--- config.mk ---
export PLATFORM = sky130hd
export DESIGN_NAME = bikelight_led_driver_flat
export DESIGN_NICKNAME = d
export VERILOG_FILES = /design/src/rtl/bikelight_pkg.sv /design/src/rtl/bikelight_led_driver_if.sv /design/src/rtl/bikelight_prescaler.sv /design/src/rtl/bikelight_led_driver.sv /design/src/flat_wrapper.sv
export SDC_FILE = /design/constraint.sdc
export NUM_CORES = 1
export LEC_CHECK = 0
export CAP_MARGIN = 10
export CORE_MARGIN = 2
export CORE_UTILIZATION = 50
export DETAILED_ROUTE_END_ITERATION = 6
export PLACE_DENSITY_LB_ADDON = 0.12
export SYNTH_ARGS = -nofsm -noshare
export SYNTH_HDL_FRONTEND = slang
export SYNTH_SLANG_ARGS = --single-unit
--- constraint.sdc ---
create_clock -name clk -period 3.1 [get_ports clk]
set_input_delay 0.62 -clock clk [delete_from_list [all_inputs] [get_ports clk]]
set_output_delay 0.62 -clock clk [all_outputs]
set_load 0.01 [all_outputs]
--- src/rtl/bikelight_pkg.sv ---
// Mode encoding shared by the bikelight controller and the LED driver.
package bikelight_pkg;

    localparam int unsigned MODE_W = 4;

    localparam logic [MODE_W-1:0] MODE_OFF    = 4'd0;
    localparam logic [MODE_W-1:0] MODE_ON     = 4'd1;
    localparam logic [MODE_W-1:0] MODE_BLINK  = 4'd2;
    localparam logic [MODE_W-1:0] MODE_DIM    = 4'd3;
    localparam logic [MODE_W-1:0] MODE_STROBE = 4'd4;

    function automatic logic mode_is_legal(input logic [MODE_W-1:0] m);
        return m <= MODE_STROBE;
    endfunction

    function automatic logic mode_is_lit(input logic [MODE_W-1:0] m);
        return (m != MODE_OFF) && (m <= MODE_STROBE);
    endfunction

endpackage

--- src/rtl/bikelight_led_driver_if.sv ---
// Mode bus between the bikelight controller (master) and the LED driver (slave).
interface bikelight_led_driver_if;
    import bikelight_pkg::*;

    logic [MODE_W-1:0] mode;
    logic              led;
    logic              sync;
    logic              mode_err;

    modport master (output mode, input led, input sync, input mode_err);
    modport slave  (input mode, output led, output sync, output mode_err);

endinterface

--- src/rtl/bikelight_prescaler.sv ---
// Pattern tick prescaler: counts 0..TICK_DIV-1, tick on the terminal count.
module bikelight_prescaler #(
    parameter int unsigned TICK_DIV = 4
) (
    input  logic clk,
    input  logic rst,
    input  logic clr,
    output logic tick
);

    localparam int unsigned CntW = (TICK_DIV > 1) ? $clog2(TICK_DIV) : 1;
    localparam logic [CntW-1:0] CntMax = CntW'(TICK_DIV - 1);

    logic [CntW-1:0] cnt_q;

    always_ff @(posedge clk) begin
        if (rst || clr) begin
            cnt_q <= '0;
        end else if (cnt_q == CntMax) begin
            cnt_q <= '0;
        end else begin
            cnt_q <= cnt_q + CntW'(1);
        end
    end

    assign tick = (cnt_q == CntMax);

endmodule

--- src/rtl/bikelight_led_driver.sv ---
// Turns the bikelight mode into the LED waveform (steady, blink, PWM dim, strobe).
// Optional soft-start fade on OFF->lit is enabled by defining BIKELIGHT_FADE_EN.
module bikelight_led_driver
    import bikelight_pkg::*;
#(
    parameter int unsigned TICK_DIV      = 4,
    parameter int unsigned PWM_BITS      = 4,
    parameter int unsigned DIM_DUTY      = 4,
    parameter int unsigned BLINK_TICKS   = 8,
    parameter int unsigned STROBE_ON     = 1,
    parameter int unsigned STROBE_PERIOD = 8
) (
    input logic                  clk,
    input logic                  rst,
    bikelight_led_driver_if.slave bus
);

    localparam int unsigned BlinkLen = 2 * BLINK_TICKS;
    localparam int unsigned PhaseCnt = (BlinkLen > STROBE_PERIOD) ? BlinkLen : STROBE_PERIOD;
    localparam int unsigned PhaseW   = (PhaseCnt > 1) ? $clog2(PhaseCnt) : 1;
    localparam logic [PhaseW-1:0] BlinkLast  = PhaseW'(BlinkLen - 1);
    localparam logic [PhaseW-1:0] StrobeLast = PhaseW'(STROBE_PERIOD - 1);

    logic [MODE_W-1:0]   mode_q;
    logic [PhaseW-1:0]   phase_q, phase_d, phase_last;
    logic [PWM_BITS-1:0] pwm_q, pwm_d;
    logic                led_q, led_d, led_pat;
    logic                sync_q, sync_d;
    logic                err_q;
    logic                chg, tick, wrap, periodic;

    assign chg = (bus.mode != mode_q);

    bikelight_prescaler #(
        .TICK_DIV(TICK_DIV)
    ) u_prescaler (
        .clk (clk),
        .rst (rst),
        .clr (chg),
        .tick(tick)
    );

    always_comb begin
        periodic   = (bus.mode == MODE_BLINK) || (bus.mode == MODE_STROBE);
        phase_last = (bus.mode == MODE_BLINK) ? BlinkLast : StrobeLast;
        pwm_d      = chg ? '0 : pwm_q + PWM_BITS'(1);
        phase_d    = '0;
        wrap       = 1'b0;
        // A mode change restarts the pattern even if a tick lands on the same edge.
        if (!chg && periodic) begin
            if (!tick) begin
                phase_d = phase_q;
            end else if (phase_q == phase_last) begin
                wrap = 1'b1;
            end else begin
                phase_d = phase_q + PhaseW'(1);
            end
        end

        case (bus.mode)
            MODE_OFF:    led_pat = 1'b0;
            MODE_ON:     led_pat = 1'b1;
            MODE_BLINK:  led_pat = 32'(phase_d) < BLINK_TICKS;
            MODE_DIM:    led_pat = 32'(pwm_d) < DIM_DUTY;
            MODE_STROBE: led_pat = 32'(phase_d) < STROBE_ON;
            default:     led_pat = 1'b0;
        endcase

        sync_d = periodic && (chg || wrap);
    end

`ifdef BIKELIGHT_FADE_EN
    logic [PWM_BITS-1:0] fade_q, fade_d;

    // Lit->lit changes keep the current fade level; only leaving OFF restarts it.
    always_comb begin
        fade_d = fade_q;
        if (!mode_is_lit(bus.mode)) begin
            fade_d = '0;
        end else if (chg) begin
            if (mode_q == MODE_OFF) begin
                fade_d = '0;
            end
        end else if (tick && (fade_q != '1)) begin
            fade_d = fade_q + PWM_BITS'(1);
        end
        led_d = led_pat && ((fade_d == '1) || (pwm_d < fade_d));
    end

    always_ff @(posedge clk) begin
        if (rst) begin
            fade_q <= '0;
        end else begin
            fade_q <= fade_d;
        end
    end
`else
    assign led_d = led_pat;
`endif

    always_ff @(posedge clk) begin
        if (rst) begin
            mode_q  <= MODE_OFF;
            phase_q <= '0;
            pwm_q   <= '0;
            led_q   <= 1'b0;
            sync_q  <= 1'b0;
            err_q   <= 1'b0;
        end else begin
            mode_q  <= bus.mode;
            phase_q <= phase_d;
            pwm_q   <= pwm_d;
            led_q   <= led_d;
            sync_q  <= sync_d;
            err_q   <= !mode_is_legal(bus.mode);
        end
    end

    assign bus.led      = led_q;
    assign bus.sync     = sync_q;
    assign bus.mode_err = err_q;

endmodule

--- src/flat_wrapper.sv ---
// flat-port wrapper written by rule: the top's interface ports become plain ports
module bikelight_led_driver_flat import bikelight_pkg::*;
#(
    parameter int unsigned TICK_DIV      = 4,
    parameter int unsigned PWM_BITS      = 4,
    parameter int unsigned DIM_DUTY      = 4,
    parameter int unsigned BLINK_TICKS   = 8,
    parameter int unsigned STROBE_ON     = 1,
    parameter int unsigned STROBE_PERIOD = 8
)
  (clk, rst, bus_mode, bus_led, bus_sync, bus_mode_err);
  bikelight_led_driver_if bus_i ();
  input logic clk;
  input logic rst;
  input wire logic [$bits(bus_i.mode)-1:0] bus_mode;
  output wire logic [$bits(bus_i.led)-1:0] bus_led;
  output wire logic [$bits(bus_i.sync)-1:0] bus_sync;
  output wire logic [$bits(bus_i.mode_err)-1:0] bus_mode_err;
  assign bus_i.mode = bus_mode;
  assign bus_led = bus_i.led;
  assign bus_sync = bus_i.sync;
  assign bus_mode_err = bus_i.mode_err;
  bikelight_led_driver #(.TICK_DIV(TICK_DIV), .PWM_BITS(PWM_BITS), .DIM_DUTY(DIM_DUTY), .BLINK_TICKS(BLINK_TICKS), .STROBE_ON(STROBE_ON), .STROBE_PERIOD(STROBE_PERIOD)) u_core (.clk(clk), .rst(rst), .bus(bus_i));
endmodule
==> flow_summary.json, run 1 <==
{
  "outcome": "complete, no violations",
  "min_period_ps": 2180,
  "synth.net_count": 95,
  "path_max_fanout": 7,
  "r2r_cells": 5,
  "fmax_ghz": 0.458,
  "synthCells": 86,
  "fin_nets": 104,
  "die_h_um": 44.3,
  "cp.required_ps": 3280,
  "pre_cts_ws_ps": 606,
  "core_sq_um": 1520,
  "die_w_um": 44.3,
  "rsz0062_at_grt": "false",
  "drive_gt1_share_pct": 8.51,
  "end_kind": "register",
  "hold_depth": 1,
  "ys.flop_type": "dfxtp_1",
  "antenna_found_initial": 0,
  "detail-route-antenna-nets": 0,
  "setup_ws_ps": 917,
  "finalSetupViolations": 0,
  "cts_setup_buffers": 0,
  "ys_top_cells_by_area": "dfxtp_1, xor2_1, ha_1",
  "area_growth_pct": 12.6,
  "yosys_register_bits": 17,
  "synth_top_cell_by_area": "dfxtp_1",
  "synth_edf_count": 0,
  "hold-worst-slack_ps": 434,
  "p_switching_uw": 93.1,
  "post-dp-hpwl_mm": 1.01,
  "synthesis.area_sq_um": 813,
  "io_buffers": 8,
  "ys_seq_area_share_pct": 41.8,
  "grt_pass1_vias": 582,
  "final_area_sq_um": 916,
  "ir_worst_vdd_mv": 0.278,
  "maxCapViolations": 0,
  "layout_commonest_cell": "dfxtp_1",
  "ys_types": 33,
  "yosys_warnings": 0,
  "slew_headroom_pct": 71.7,
  "slew_violations": 0,
  "firstDrtPassIters": 4,
  "ios": 9,
  "finalHoldViolations": 0,
  "dr_total_vias": 602,
  "overflow": 0,
  "pwr-share-clk_pct": 30.4,
  "dpl_cell_area_sq_um": 888,
  "synth_top_area_share_pct": 41.8,
  "diodes": 0,
  "path_class": "in2reg",
  "tightest_slew_ps": 421,
  "track_usage_pct": 16.1,
  "worstHoldPathType": "reg2reg",
  "gp_congestion": 0.732,
  "via_per_inst": 5.47,
  "tritoncts": "yes",
  "seqPwrFrac_pct": 58.9,
  "cts.path.max_buffers": 2,
  "clock_sinks": 17,
  "die_area_sq_um": 1970,
  "powerDensity_nw_per_um2": 419,
  "synth_async_sr_flop_share_pct": 0,
  "p_sw_share_pct": 24.2,
  "cts_made_buffers": 3,
  "drt_iter0_markers": 9,
  "worstSetupStartpointType": "primary input",
  "row_count": 14,
  "final_cell_mix": "dfxtp_1, xor2_1, nor2_1",
  "h-tree-depth": 1,
  "drc": 0,
  "grt_max_degree": 12,
  "wl_mm": 1.33,
  "combPwrFrac_pct": 10.7,
  "cellLeakagePower_nw": 0.343,
  "critPathArrivalTime_ps": 2370,
  "cts_root_buffer": "clkbuf_4",
  "clock_skew_ps": 1.32,
  "holdBufCountCts": 0,
  "start_util_pct": 53.4,
  "period_share_pct": 70.4,
  "cts.clk_slew.worst_paths_ps": 100,
  "clk_latency_ps": 280,
  "fillers": 143,
  "cts_resized": 0,
  "wl_per_cell_um": 12.1,
  "synth.avg_cell_area_sq_um": 9.46,
  "grt_pass1_wl_mm": 2.30,
  "tns_ps": 0,
  "p_int_uw": 291
}
final timing paths:
check / slack [ps] / to / from
hold reg to reg: 430 / u_core.u_prescaler.cnt_q[0] / u_core.u_prescaler.cnt_q[0]
hold / removal: 430 / u_core.u_prescaler.cnt_q[0] / u_core.u_prescaler.cnt_q[0]
setup reg to reg: 1540 / u_core.bus.led / u_core.mode_q[1]
setup / recovery: 920 / u_core.bus.led / bus_mode[1]
cells by family (layout without fill, tap and decap cells):
group | Yosys count | count (layout) | share of synthesized area (%)
AND/OR/NAND/NOR | 36 | 36 | 26.0
flip-flops | 17 | 17 | 41.8
XOR/XNOR | 12 | 12 | 12.9
AO/OA/AOI/OAI | 9 | 9 | 7.54
buffers and inverters | 7 | 15 | 4.46
adder cells (fa/ha/maj) | 3 | 3 | 4.62
multiplexers | 2 | 2 | 2.62
worst max-delay path: stages:
cell	delay, ps
clkdlybuf4s50_1	530
xor2_1	240
nor4_4	470
nand2_1	120
o31ai_1	290
o21ai_1	100
per-layer routing:
metal	track usage [%]	vias to the layer above	routed length [um]
met5	0	-	0
met4	10.3	0	23
met1	19.7	261	672
met3	4.90	4	69
li1	-	324	-
met2	24.4	13	561
area by class of cell:
class	count	area, sq um	share of cell area, %
clock buffers	3	22.5	2.46
inverters	3	11.3	1.23
repair buffers	8	80.1	8.74
well taps	16	20.0	2.19
flip-flops and latches	17	340	37.2
multi-input cells	62	437	47.7
clock inverters	1	5.00	0.546
power by group through the flow:
stage | Combinational [mW] | Clock, mW | Sequential [mW]
finish | 0.0411 | 0.117 | 0.226
global route | 0.0451 | 0.130 | 0.227
CTS | 0.0414 | 0.121 | 0.226
detailed placement | 0.0411 | 0 | 0.231
global placement | 0.0410 | 0 | 0.231
floorplan | 0.0260 | 0 | 0.232
synthesized netlist by cell type, drive strengths merged, types with 3 or more instances:
cell type  count
dfxtp         17
nand4          3
nand2          4
ha             3
xor2          10
nor2          10
nor3           5
inv            3
buf            3
sequential cells by signal, summed over array words and instances, names as in the netlist:
register / count
u_core.bus.mode_err: 1
u_core.mode_q: 4
u_core.u_prescaler.cnt_q: 2
u_core.bus.led: 1
u_core.bus.sync: 1
u_core.phase_q: 4
u_core.pwm_q: 4
per-stage QoR:
stage / power [mW] / std cells / util (%)
2_1_floorplan: 0.258 / 86 / -
3_3_place_gp: 0.272 / 106 / 58.3
3_5_place_dp: 0.272 / 106 / 58.3
4_1_cts: 0.389 / 110 / 60.1
5_1_grt: 0.402 / 110 / 60.1
6_report: 0.384 / 110 / 60.1
Note: power is estimated with default switching activity, not from simulation.
==> inputs of run 2 (changes only) <==
CORE_UTILIZATION = 47   (was 50)
clock period = 1.9 ns   (was 3.1 ns; I/O delays follow)
==> flow_summary.json, run 2 (synthesis results as in run 1) <==
{
  "fmax_ghz": 0.554,
  "worstHoldPathType": "reg2reg",
  "h-tree-depth": 1,
  "diodes": 0,
  "dr_total_vias": 619,
  "area_growth_pct": 19.2,
  "die_area_sq_um": 2080,
  "rsz0062_at_grt": "false",
  "min_from": "u_core.u_prescaler.cnt_q[0]",
  "firstDrtPassIters": 3,
  "clk_latency_ps": 290,
  "final_cell_mix": "dfxtp_1, xor2_1, nor2_1",
  "cellLeakagePower_nw": 0.377,
  "tritoncts": "yes",
  "critPathArrivalTime_ps": 1990,
  "cp.required_ps": 2090,
  "grt_max_degree": 12,
  "slew_violations": 0,
  "reg2reg_from": "u_core.u_prescaler.cnt_q[0]",
  "hold_depth": 1,
  "ios": 9,
  "clock_sinks": 17,
  "die_w_um": 45.6,
  "gr-usage-met2_pct": 25.1,
  "cts_made_buffers": 3,
  "tns_ps": 0,
  "hold-worst-slack_ps": 432,
  "cp_slowest_cell": "clkdlybuf4s50_1",
  "rr_endpoint": "u_core.bus.led",
  "powerDensity_nw_per_um2": 663,
  "gp_congestion": 0.706,
  "end_kind": "register",
  "grtUsageMet3_pct": 3.57,
  "finalSetupViolations": 0,
  "worstHoldEndpoint": "u_core.u_prescaler.cnt_q[0]",
  "wl_per_cell_um": 11.6,
  "tightest_slew_ps": 377,
  "min_period_ps": 1800,
  "cts_resized": 0,
  "slew_headroom_pct": 74.8,
  "cts.path.max_buffers": 2,
  "multi_input_area_sq_um": 437,
  "instances_no_fill": 118,
  "io_buffers": 8,
  "path_cells": "clkdlybuf4s50_1 > xor2_1 > nor4_4 > o221ai_1 > a31oi_1 > o21ai_1",
  "dp.cells": 114,
  "layout_commonest_cell": "dfxtp_1",
  "detail-route-antenna-nets": 0,
  "row_count": 15,
  "clock_skew_ps": 1.82,
  "cts_setup_buffers": 0,
  "wl_mm": 1.36,
  "die_h_um": 45.6,
  "p_total_uw": 643,
  "grt-busiest-layer": "met2",
  "drive_gt1_share_pct": 14.9,
  "maxCapViolations": 0,
  "path_max_fanout": 6,
  "drt_iter0_markers": 6,
  "via_per_inst": 5.25,
  "ir_worst_vdd_mv": 0.473,
  "fin_nets": 111,
  "r2r_cells": 6,
  "ff2ff_setup_slack_ps": 350,
  "outcome": "complete, no violations",
  "post-dp-hpwl_mm": 1.06,
  "cts.clk_slew.worst_paths_ps": 100,
  "crit_path_max_incr_delay_ps": 490,
  "start_util_pct": 48.7,
  "overflow": 0,
  "core_sq_um": 1670,
  "holdBufCountCts": 0,
  "antenna_found_initial": 0,
  "path_class": "in2reg",
  "grt_pass1_wl_mm": 2.27,
  "worstSetupStartpointType": "primary input",
  "register_area_sq_um": 340,
  "track_usage_pct": 15.7,
  "cts_root_buffer": "clkbuf_4",
  "drc": 0,
  "period_share_pct": 94.9,
  "fillers": 153,
  "finalHoldViolations": 0,
  "grt_pass1_vias": 565,
  "grt_util_met1_pct": 19.3,
  "reg_top3": "u_core.mode_q x4, u_core.phase_q x4, u_core.pwm_q x4"
}
run 2: layer usage:
metal / up-vias / part of all wire [%] / routed length [um]
li1: 329 / - / -
met4: 0 / 1.1 / 15
met2: 5 / 47 / 642
met5: - / 0 / 0
met1: 283 / 49 / 668
met3: 2 / 2.6 / 36
run 2: how the worst max path moves through the flow:
stage / startpoint / to
final: bus_mode[1] / u_core.bus.led
after global routing: bus_mode[1] / u_core.bus.led
after CTS: bus_mode[1] / u_core.bus.led
after detailed placement: bus_mode[1] / u_core.bus.led
after global placement: bus_mode[1] / u_core.bus.led
after floorplan: bus_mode[3] / u_core.bus.led
run 2: critical path: cells and delay by family:
family	cells	cell delay, ps
xor gates and xnor gates	1	220
AOI/OAI and AO/OA	3	480
and+or+nand+nor	1	420
buffers and inverters	1	490
run 2: area by class of cell:
class                   instances  share of cell area [%]
multi-input cells              62                    45.0
flip-flops and latches         17                    35.1
repair buffers                 15                    13.7
clock buffers                   3                    2.32
well taps                      17                    2.19
inverters                       3                    1.16
clock inverters                 1                   0.516
run 2: per-stage QoR:
step                util (%)  instance area, sq um  setup slack, ps
floorplan                  -                   813              337
global placement        56.4                   942             -189
detailed placement      56.4                   942             -199
CTS                     58.1                   970              106
global route            58.1                   970             3.41
finish                  58.1                   970             96.3
run 2: power breakdown:
group	switching, mW	internal [mW]	leakage, nW
Sequential	0.00360	0.365	0.139
Combinational	0.0373	0.0404	0.220
Clock	0.118	0.0782	0.0177
Total	0.159	0.484	0.377
==> inputs of run 3 (changes only) <==
CORE_MARGIN = not set   (was 2)
HOLD_SLACK_MARGIN = 0.15   (was not set)
==> flow_summary.json, run 3 (synthesis results as in run 1) <==
{
  "outcome": "complete, no violations",
  "powerDensity_nw_per_um2": 644,
  "overflow": 0,
  "wl_per_cell_um": 11.8,
  "cts.path.max_buffers": 2,
  "grt_pass1_vias": 633,
  "fmax_ghz": 0.553,
  "path_buf_inv": 1,
  "drt_iter0_markers": 13,
  "finalHoldViolations": 0,
  "reg_top3": "u_core.mode_q x4, u_core.phase_q x4, u_core.pwm_q x4",
  "die_w_um": 43.6,
  "slew_violations": 0,
  "dr_total_vias": 633,
  "drive_gt1_share_pct": 17.5,
  "row_count": 14,
  "rsz0062_at_grt": "false",
  "cts_root_buffer": "clkbuf_4",
  "path_cells": "clkdlybuf4s50_1 > xor2_1 > nor4_4 > nand2_1 > o31ai_2 > o21ai_1",
  "firstDrtPassIters": 4,
  "critPathArrivalTime_ps": 1990,
  "h-tree-depth": 1,
  "setup_ws_ps": 90.4,
  "clk_latency_ps": 290,
  "post-dp-hpwl_mm": 1.05,
  "cts_made_buffers": 3,
  "ios": 9,
  "pre_cts_ws_ps": -215,
  "start_util_pct": 52.2,
  "tritoncts": "yes",
  "via_per_inst": 5.32,
  "track_usage_pct": 18.2,
  "core_sq_um": 1560,
  "worstSetupStartpointType": "primary input",
  "path_max_fanout": 6,
  "fin_nets": 113,
  "die_h_um": 43.6,
  "tightest_slew_ps": 382,
  "clock_skew_ps": 4.10,
  "instances_no_fill": 119,
  "wl_mm": 1.41,
  "maxCapViolations": 0,
  "period_share_pct": 95.2,
  "diodes": 0,
  "antenna_found_initial": 0,
  "final_cell_mix": "dfxtp_1, xor2_1, nor2_1",
  "finalSetupViolations": 0,
  "clock_sinks": 17,
  "area_growth_pct": 21.8,
  "cp_slowest_cell": "clkdlybuf4s50_1",
  "dp.cells": 115,
  "path_class": "in2reg",
  "crit_family": "simple AND/OR/NAND/NOR gates",
  "grt_pass1_wl_mm": 2.53,
  "detail-route-antenna-nets": 0,
  "die_area_sq_um": 1900,
  "crit_path_max_incr_delay_ps": 490,
  "end_kind": "register",
  "min_period_ps": 1810,
  "drc": 0,
  "layout_commonest_cell": "dfxtp_1",
  "cts.clk_slew.worst_paths_ps": 100,
  "worstHoldPathType": "reg2reg",
  "gp_congestion": 0.732,
  "slew_headroom_pct": 74.4,
  "cp.required_ps": 2080,
  "grt_max_degree": 12,
  "ir_worst_vdd_mv": 0.485,
  "cellLeakagePower_nw": 0.395,
  "holdBufCountCts": 0,
  "io_buffers": 8
}
## run 3: changes by cell type in the layout (fill, tap and decap cells not counted), sizes merged
cell           before  now
buf                 7    9
clkdlybuf4s50       8    7
dlymetal6s2s        0    1
## run 3: layer usage
layer	wire (um)	vias to the layer above	part of all wire [%]	GRT usage [%]
li1	-	338	-	-
met1	660	280	47	20.1
met2	682	15	48	31.6
met3	66	0	4.7	6.25
met4	0	0	0	7.50
met5	0	-	0	0
## run 3: report_power, final
group / internal [mW] / switching, mW
Clock: 0.0783 / 0.110
Combinational: 0.0418 / 0.0390
Sequential: 0.365 / 0.00368
Total: 0.485 / 0.152
## run 3: cell type report
class / count / area [sq um]
flip-flops and latches: 17 / 340
clock buffers: 3 / 22.5
repair buffers: 17 / 150
well taps: 16 / 20.0
fillers: 128 / 568
multi-input cells: 62 / 442
inverters: 3 / 11.3
clock inverters: 1 / 5.00
## run 3: timing repair
action | in CTS | in global routing
buffers inserted | 0 | 0
endpoints found under the setup margin | 0 | 1
endpoints found under the hold margin | 0 | 0
gates resized for setup | 0 | 2
## run 3: final timing paths
| kind | cells past startpoint | slack, ps | endpoint | startpoint |
|---|---|---|---|---|
| setup / recovery | 6 | 90 | u_core.bus.led | bus_mode[0] |
| hold / removal | 1 | 430 | u_core.u_prescaler.cnt_q[0] | u_core.u_prescaler.cnt_q[0] |
| hold reg to reg | 1 | 430 | u_core.u_prescaler.cnt_q[0] | u_core.u_prescaler.cnt_q[0] |
| setup reg to reg | 6 | 340 | u_core.bus.led | u_core.u_prescaler.cnt_q[0] |
## run 3: through the flow
stage | utilization [%] | TNS (ps) | power [mW] | hold slack (ps) | cell area [sq um]
2_1_floorplan | - | 0 | 0.421 | 404 | 813
3_3_place_gp | 61.3 | -1210 | 0.456 | 414 | 956
3_5_place_dp | 61.3 | -1430 | 0.457 | 426 | 956
4_1_cts | 63.1 | 0 | 0.645 | 440 | 983
5_1_grt | 63.6 | 0 | 0.672 | 453 | 991
6_report | 63.6 | 0 | 0.638 | 434 | 991
